<file path="src/rtl/mux_scan_sampler_pkg.sv">
// Shared definitions for the mux scan sampler: state encoding, channel count, settle limits.
// No logic; imported by the sampler, its timer and its interface users.
// Not applicable: contains no handshakes.
package mux_scan_sampler_pkg;

    localparam int NUM_CH     = 4;
    localparam int CNT_W      = 4;
    localparam int SETTLE_MIN = 1;
    localparam int SETTLE_MAX = 15;

    typedef enum logic [1:0] {
        IDLE   = 2'd0,
        SETTLE = 2'd1,
        SAMPLE = 2'd2,
        HOLD   = 2'd3
    } state_t;

    typedef logic [1:0] ch_t;

    // Down-counter preload so that SETTLE lasts exactly `cycles` clocks.
    function automatic logic [CNT_W-1:0] settle_load(input int cycles);
        return CNT_W'(cycles - 1);
    endfunction

endpackage

</file>
<file path="src/rtl/mux_scan_sampler_if.sv">
// Bundle of scan control, mux select/feedback and result handshake signals.
// master = sampler side, slave = environment (mux + consumer) side.
// valid/ready: data is held while valid && !ready.
interface mux_scan_sampler_if;
    logic       start;
    logic       cont;
    logic       mux_out;
    logic       s0;
    logic       s1;
    logic [3:0] data;
    logic       valid;
    logic       ready;
    logic       busy;

    modport master (
        input  start, cont, mux_out, ready,
        output s0, s1, data, valid, busy
    );

    modport slave (
        output start, cont, mux_out, ready,
        input  s0, s1, data, valid, busy
    );
endinterface

</file>
<file path="src/rtl/mux_scan_sampler_settle_timer.sv">
// Loadable down-counter; done is high while the count is zero.
// Latency: load takes effect on the next edge; done is combinational from the count.
// No backpressure: load has priority over en.
module mux_scan_sampler_settle_timer #(
    parameter int W = 4
) (
    input  logic         clk,
    input  logic         rst,
    input  logic         load,
    input  logic [W-1:0] load_val,
    input  logic         en,
    output logic         done
);

    logic [W-1:0] cnt_q, cnt_d;

    always_comb begin
        cnt_d = cnt_q;
        if (load) begin
            cnt_d = load_val;
        end else if (en && (cnt_q != '0)) begin
            cnt_d = cnt_q - 1'b1;
        end
    end

    always_ff @(posedge clk or posedge rst) begin
        if (rst) begin
            cnt_q <= '0;
        end else begin
            cnt_q <= cnt_d;
        end
    end

    assign done = (cnt_q == '0);

endmodule

</file>
<file path="src/rtl/mux_scan_sampler.sv">
// Steps a 4:1 mux select through channels 0..3, samples after settling, emits a 4-bit word.
// Latency: valid rises 4*(SETTLE_CYCLES+1) edges after start is accepted.
// Backpressure: word and valid held in HOLD until ready; start ignored while busy.
module mux_scan_sampler
    import mux_scan_sampler_pkg::*;
#(
    parameter int SETTLE_CYCLES = 2
) (
    input  logic                   clk,
    input  logic                   rst,
    mux_scan_sampler_if.master     bus
);

    if (SETTLE_CYCLES < SETTLE_MIN || SETTLE_CYCLES > SETTLE_MAX) begin : g_bad_settle
        $error("mux_scan_sampler: SETTLE_CYCLES out of range 1..15");
    end

    state_t     state_q, state_d;
    ch_t        ch_q, ch_d;
    logic [2:0] scratch_q, scratch_d;
    logic [3:0] data_q, data_d;
    logic       valid_q, valid_d;
    logic       tmr_load;
    logic       tmr_done;

    mux_scan_sampler_settle_timer #(
        .W (CNT_W)
    ) u_settle_timer (
        .clk      (clk),
        .rst      (rst),
        .load     (tmr_load),
        .load_val (settle_load(SETTLE_CYCLES)),
        .en       (state_q == SETTLE),
        .done     (tmr_done)
    );

    always_comb begin
        state_d   = state_q;
        ch_d      = ch_q;
        scratch_d = scratch_q;
        data_d    = data_q;
        valid_d   = valid_q;
        tmr_load  = 1'b0;

        case (state_q)
            IDLE: begin
                ch_d    = '0;
                valid_d = 1'b0;
                if (bus.start) begin
                    state_d   = SETTLE;
                    scratch_d = '0;
                    tmr_load  = 1'b1;
                end
            end
            SETTLE: begin
                if (tmr_done) begin
                    state_d = SAMPLE;
                end
            end
            SAMPLE: begin
                if (ch_q != 2'd3) begin
                    for (int i = 0; i < NUM_CH - 1; i++) begin
                        if (ch_q == 2'(i)) begin
                            scratch_d[i] = bus.mux_out;
                        end
                    end
                    ch_d     = ch_q + 2'd1;
                    state_d  = SETTLE;
                    tmr_load = 1'b1;
                end else begin
                    // Last channel goes straight into the word; wrap to ch 0 here only.
                    data_d  = {bus.mux_out, scratch_q};
                    valid_d = 1'b1;
                    ch_d    = '0;
                    state_d = HOLD;
                end
            end
            HOLD: begin
                if (valid_q && bus.ready) begin
                    valid_d = 1'b0;
                    if (bus.cont) begin
                        state_d   = SETTLE;
                        ch_d      = '0;
                        scratch_d = '0;
                        tmr_load  = 1'b1;
                    end else begin
                        state_d = IDLE;
                    end
                end
            end
            default: begin
                state_d = IDLE;
            end
        endcase
    end

    always_ff @(posedge clk or posedge rst) begin
        if (rst) begin
            state_q   <= IDLE;
            ch_q      <= '0;
            scratch_q <= '0;
            data_q    <= '0;
            valid_q   <= 1'b0;
        end else begin
            state_q   <= state_d;
            ch_q      <= ch_d;
            scratch_q <= scratch_d;
            data_q    <= data_d;
            valid_q   <= valid_d;
        end
    end

    assign bus.s0    = ch_q[0];
    assign bus.s1    = ch_q[1];
    assign bus.data  = data_q;
    assign bus.valid = valid_q;
    assign bus.busy  = (state_q != IDLE);

endmodule
</file>
<file path="src/flat_wrapper.sv">
// flat-port wrapper written by rule: the top's interface ports become plain ports
module mux_scan_sampler_flat import mux_scan_sampler_pkg::*;
#(
    parameter int SETTLE_CYCLES = 2
)
  (clk, rst, bus_start, bus_cont, bus_mux_out, bus_ready, bus_s0, bus_s1, bus_data, bus_valid, bus_busy);
  mux_scan_sampler_if bus_i ();
  input  logic clk;
  input  logic rst;
  input wire logic [$bits(bus_i.start)-1:0] bus_start;
  input wire logic [$bits(bus_i.cont)-1:0] bus_cont;
  input wire logic [$bits(bus_i.mux_out)-1:0] bus_mux_out;
  input wire logic [$bits(bus_i.ready)-1:0] bus_ready;
  output wire logic [$bits(bus_i.s0)-1:0] bus_s0;
  output wire logic [$bits(bus_i.s1)-1:0] bus_s1;
  output wire logic [$bits(bus_i.data)-1:0] bus_data;
  output wire logic [$bits(bus_i.valid)-1:0] bus_valid;
  output wire logic [$bits(bus_i.busy)-1:0] bus_busy;
  assign bus_i.start = bus_start;
  assign bus_i.cont = bus_cont;
  assign bus_i.mux_out = bus_mux_out;
  assign bus_i.ready = bus_ready;
  assign bus_s0 = bus_i.s0;
  assign bus_s1 = bus_i.s1;
  assign bus_data = bus_i.data;
  assign bus_valid = bus_i.valid;
  assign bus_busy = bus_i.busy;
  mux_scan_sampler #(.SETTLE_CYCLES(SETTLE_CYCLES)) u_core (.clk(clk), .rst(rst), .bus(bus_i));
endmodule
</file>
<file path="config.mk">
export PLATFORM = sky130hd
export DESIGN_NAME = mux_scan_sampler_flat
export DESIGN_NICKNAME = d
export VERILOG_FILES = /design/src/rtl/mux_scan_sampler_pkg.sv /design/src/rtl/mux_scan_sampler_if.sv /design/src/rtl/mux_scan_sampler_settle_timer.sv /design/src/rtl/mux_scan_sampler.sv /design/src/flat_wrapper.sv
export SDC_FILE = /design/constraint.sdc
export NUM_CORES = 1
export LEC_CHECK = 0
export CAP_MARGIN = 25
export CORE_MARGIN = 2
export CORE_UTILIZATION = 47
export DETAILED_ROUTE_END_ITERATION = 10
export HOLD_SLACK_MARGIN = 0.12
export PLACE_DENSITY = 0.74
export SLEW_MARGIN = 20
export SYNTH_ARGS = -nofsm -noshare
export SYNTH_HDL_FRONTEND = slang
export SYNTH_HIERARCHICAL = 1
export SYNTH_SLANG_ARGS = --single-unit
</file>
<file path="constraint.sdc">
create_clock -name clk -period 1.77 [get_ports clk]
set_input_delay 0.354 -clock clk [delete_from_list [all_inputs] [get_ports clk]]
set_output_delay 0.354 -clock clk [all_outputs]
set_load 0.01 [all_outputs]
</file>
[Yosys cells after proc, flatten, opt, wreduce, memory -nomap -nowiden]
Index checks and enable logic that the tools add are counted.
Word-level totals
  register bits after elaboration: 16
  word-level logic and storage cells: 70
  output and inout bits: 8
Operators by class
  equality and inequality tests: 15
  reductions and logical operators: 16
  add/subtract/negate cells: 2
  mux-type cells: 28
  bitwise gates (word level): 1
Operators with widths (count)
  AND reduction 6 bit: 3
  two-way mux 2 bit: 7
  two-way mux 3 bit: 4
  inequality test 2 x 1 -> 1 bit, second input constant: 6
  two-way mux 1 bit: 10
  case mux 3 bit (3 select lines): 1
  AND reduction 3 bit: 3
  two-way mux 4 bit: 2
  inequality test 2 bit, second input constant: 4
  case mux 2 bit (4 select lines): 1
  == test 2 bit, second input constant: 3
  case mux 1 bit (3 select lines): 2
  case mux 2 bit (3 select lines): 1
  == test 2 x 1 -> 1 bit, second input constant: 2
  zero test 2 bit: 2
  zero test 4 bit: 1
  nonzero test 2 bit: 2
  nonzero test 4 bit: 1
  subtractor 4 x 1 -> 4 bit, second input constant: 1
  nonzero test 3 bit: 1
  adder 2 x 1 -> 2 bit, second input constant: 1
  logical AND 1 bit: 2
  AND reduction 2 bit: 1
  inverter 1 bit: 1

[Depth between registers and ports, before layout]
Gate-level depths: netlist of the first run.
  depth after elaboration: 4
  mapped depth: 7
  gate-level depth less buffers: 7

[Hierarchy]
The synthesis of the first run kept the hierarchy.
Modules (own cells, without submodules)
  mux_scan_sampler: cells each 64, times used 1, area each 674.4 um^2
  mux_scan_sampler_settle_timer: cells each 28, times used 1, area each 261.5 um^2

[Least setup slack after synthesis of the first run]
Ideal clock, no wire load.
  path type: flip-flop to flip-flop
  start: register u_core.ch_q[0]
  end: register u_core.u_settle_timer.cnt_q[3]
  data arrival time: 1.684 ns
  cell stages (with the launch flop): 8
  setup slack: -0.040 ns
  path buffers: 1
  library setup time: 0.126 ns
  required time: 1.644 ns
  path through: dfrtp_1 > ha_1 > nor2_1 > a41oi_1 > a21oi_1 > clkbuf_1 > nor3_1 > a221o_1
On the way
  cells in the longest elaborated chain, start to end: 4
  elaborated cells between the ends (all ways): 5
RTL lines
  start, declared: RTL line mux_scan_sampler.sv:19  | ch_t ch_q, ch_d;
  start signal, assigned: RTL line mux_scan_sampler.sv:106  | ch_q <= ch_d;
  inequality test 2 bit (*): RTL line mux_scan_sampler.sv:61  | if (ch_q != 2'd3) begin
  two-way mux 1 bit (*): RTL line mux_scan_sampler.sv:61
  case mux 1 bit (3 select lines) (*): RTL line mux_scan_sampler.sv:45  | case (state_q)
  net u_core.tmr_load: RTL line mux_scan_sampler.sv:23  | logic tmr_load;
  two-way mux 4 bit or nonzero test 2 bit (tied branches)
  end signal, assigned: RTL line mux_scan_sampler_settle_timer.sv:30  | cnt_q <= cnt_d;
  end, declared: RTL line mux_scan_sampler_settle_timer.sv:15  | logic [W-1:0] cnt_q, cnt_d;
The timed path passes the listed nets; every way through them passes the cells marked *.
A chain may end at the register's enable or synchronous reset.

[Final worst setup path of the first run]
  start: register u_core.state_q[0]
  end: output port bus_busy
On the way
  cells in the longest elaborated chain, start to end: 1
RTL lines
  start, declared: RTL line mux_scan_sampler.sv:18  | state_t state_q, state_d;
  start signal, assigned: RTL line mux_scan_sampler.sv:105  | state_q <= state_d;
  nonzero test 2 bit: RTL line mux_scan_sampler.sv:117  | assign bus.busy = (state_q != IDLE);
  end, declared: RTL line flat_wrapper.sv:18  | output wire logic [$bits(bus_i.busy)-1:0] bus_busy;
Every way passes these cells.

==> flow_metrics.tcl, run 1 <==
set metrics [dict create \
    synth_cell_type_count 35 \
    drt_iter0_markers 24 \
    holdCritPathClass "in2async" \
    end_kind "output port" \
    ant_nets 0 \
    fillerInstances 173 \
    avgSynthCellArea_um2 10.17 \
    final_nets 127 \
    fin_crit_sh 0.9543 \
    post_cts_buffers 0 \
    p_leak_nw 0.5592 \
    rr_worst_depth 6 \
    path_clk_slew_ps 100 \
    grt_use_met1 0.1964 \
    ir_drop_mv 0.6798 \
    setup-tns-final_ps 0 \
    vias 748 \
    rrSetupSlack_ps 90 \
    clock_insertion_delay_worst_skew_ps 280 \
    yosysWarnings 6 \
    dpl.cell_count 138 \
    core_mm2 0.001922 \
    multi_input_area_um2 479.2 \
    synth-seq-cells 16 \
    cts_resized 2 \
    numClockSinks 16 \
    arrival_ps 1340 \
    p_per_area_mw_per_mm2 1246 \
    grt_pass1_wl_mm 3.298 \
    via_per_inst 5.268 \
    drt_first_pass_iters 4 \
    row_count 16 \
    cts_hold_buf 0 \
    routedWlPerCell_um 13.27 \
    numCtsBuffers 3 \
    drc 0 \
    finalHoldViolCount 0 \
    r2r-start "u_core/ch_q[1]" \
    grt_max_degree 13 \
    grt_overflow_total 0 \
    critPathLaunchType "flip-flop" \
    cap_violations 0 \
    drv_slew 0 \
    diodes 0 \
    grt.met2_usage 0.3219 \
    async_flop_share 1.000 \
    track_usage 0.1772 \
    seq_area_frac_synth 0.4278 \
    die_x_um 48.63 \
    pin_count 14 \
    period_needed_ps 1689 \
    clockRootBuffer "clkbuf_4" \
    critPathMaxFanout 7 \
    synth_edf_count 0 \
    outcome "finished, final reports clean" \
    h-tree-depth 1 \
    grtUsageMet3 0.03704 \
    synth_flop_cell "dfrtp_1" \
    gp_congestion 0.8440 \
    regArea_um2 401.6 \
    clockBufferDepth 2 \
    rsz0062_at_grt "false" \
    io_buffers 13 \
    finalClockSkew_ps 6.084 \
    critical_path_class "reg2out" \
    grt_pass1_vias 762 \
    drive_gt1_frac 0.1913 \
    dp_hpwl_mm 1.425 \
    setup_viol 0 \
    totalWireLength_mm 1.885 \
    fp.dieArea_mm2 0.002364 \
    max_freq_mhz 592.0 \
    cts_tree "built" \
    worstReg2RegEnd "u_core/u_settle_timer/cnt_q[3]" \
    antenna_found_initial 0 \
    synth_cells 92 \
    crit_required_ps 1420 \
    syn-cell-area_um2 935.9 \
    initial_core_util 0.4870 \
    syn_to_final_growth_pct 25.40 \
    fp.dieH_um 48.63 \
    grt_most_used_layer "met2" \
    final_cells 142 \
]
placed cells by master, fill, tap and decap left out, drive strengths merged, types with 2 or more instances in the layout:
master and n:
ha 5, clkbuf 4, nor2 4, buf 7, a32o 2, a22oi 3, o21ai 3, clkdlybuf4s50 12
o22ai 3, nand2 8, dfrtp 16, inv 11, a21oi 7, mux2 4, conb 4, nand2b 4
per-stage QoR:
step	util	area, µm²	power (mW)	hold slack (ps)	setup slack (ps)
final	0.6107	1174	1.463	277.7	80.94
after global routing	0.6107	1174	1.576	298.3	12.51
after CTS	0.6107	1174	1.469	278.3	76.59
after detailed placement	0.5918	1137	1.229	496.3	15.49
after global placement	0.5918	1137	1.186	493.1	65.43
after floorplan	-	944.7	1.028	120.1	47.94
sequential cells by signal, summed over array words and instances (netlist names):
| register | count |
|---|---|
| u_core/bus.valid | 1 |
| u_core/u_settle_timer/cnt_q | 4 |
| u_core/scratch_q | 3 |
| u_core/state_q | 2 |
| u_core/ch_q | 2 |
| u_core/bus.data | 4 |
synth_stat cells (2+ instances only):
master    number  area (µm²)
nor2_1         4       15.01
a32o_1         2       20.02
a21oi_1        7       35.03
a22oi_1        3       22.52
conb_1         2       7.510
dfrtp_1       16       400.4
nand2_1        7       26.28
nand2b_1       4       25.02
mux2_4         4       60.06
ha_1           5       62.56
o22ai_1        3       18.77
inv_1         11       41.29
o21ai_1        2       10.01
layer usage:
metal | wire length (µm) | vias up
met5 | 0 | -
met4 | 12 | 0
met1 | 837 | 374
met2 | 992 | 8
li1 | - | 364
met3 | 41 | 2
power breakdown:
| group | switching [mW] | internal, mW | total (mW) | leakage [nW] |
|---|---|---|---|---|
| Clock | 0.115 | 0.125 | 0.241 | 0.0210 |
| Combinational | 0.341 | 0.347 | 0.687 | 0.330 |
| Sequential | 0.0836 | 0.451 | 0.535 | 0.208 |
| Total | 0.540 | 0.923 | 1.46 | 0.559 |
worst max-delay path by stage:
stage	startpoint	endpoint	slack, ps	depth (start not counted)
floorplan	u_core/ch_q[0]	u_core/u_settle_timer/cnt_q[3]	50	7
global placement	bus_ready	u_core/u_settle_timer/cnt_q[3]	70	5
detailed placement	bus_ready	u_core/u_settle_timer/cnt_q[3]	20	5
CTS	u_core/state_q[0]	bus_busy	80	2
global route	u_core/ch_q[1]	u_core/u_settle_timer/cnt_q[3]	10	6
finish	u_core/state_q[0]	bus_busy	80	2
logic make-up (layout without fill, tap and decap cells):
group / count (synthesis) / in the layout / synth area share
and+or+nand+nor: 25 / 25 / 0.1751
adders and majority gates: 5 / 5 / 0.06684
DFF: 16 / 16 / 0.4278
other: 2 / 4 / 0.008024
AOI/OAI and AO/OA: 26 / 26 / 0.1898
buffers and inverters: 14 / 35 / 0.06818
muxes: 4 / 4 / 0.06417
critical path, stage by stage, from the launching register on:
cell and delay [ps]:
dfrtp_2 470, or2_2 290, dlygate4sd2_1 290
layout make-up:
| cell class | instances | share of cell area |
|---|---|---|
| inverters | 11 | 0.03518 |
| well taps | 27 | 0.02878 |
| flip-flops and latches | 16 | 0.3422 |
| multi-input cells | 64 | 0.4083 |
| repair buffers | 20 | 0.1546 |
| clock buffers | 4 | 0.03092 |
Power figures use the tool's default switching activity.
==> run 2, diff against run 1 <==
--- a/config.mk
+++ b/config.mk
@@ -5,13 +5,14 @@
 export SDC_FILE = /design/constraint.sdc
 export NUM_CORES = 1
 export LEC_CHECK = 0
+export ABC_CLOCK_PERIOD_IN_PS = 1770
 export CAP_MARGIN = 25
 export CORE_MARGIN = 2
 export CORE_UTILIZATION = 47
 export DETAILED_ROUTE_END_ITERATION = 10
 export HOLD_SLACK_MARGIN = 0.12
 export PLACE_DENSITY = 0.74
-export SLEW_MARGIN = 20
+export SLEW_MARGIN = 0
 export SYNTH_ARGS = -nofsm -noshare
 export SYNTH_HDL_FRONTEND = slang
 export SYNTH_HIERARCHICAL = 1
==> results of run 2 <==
Final layout, timing and power as in run 1 (identical DEF).
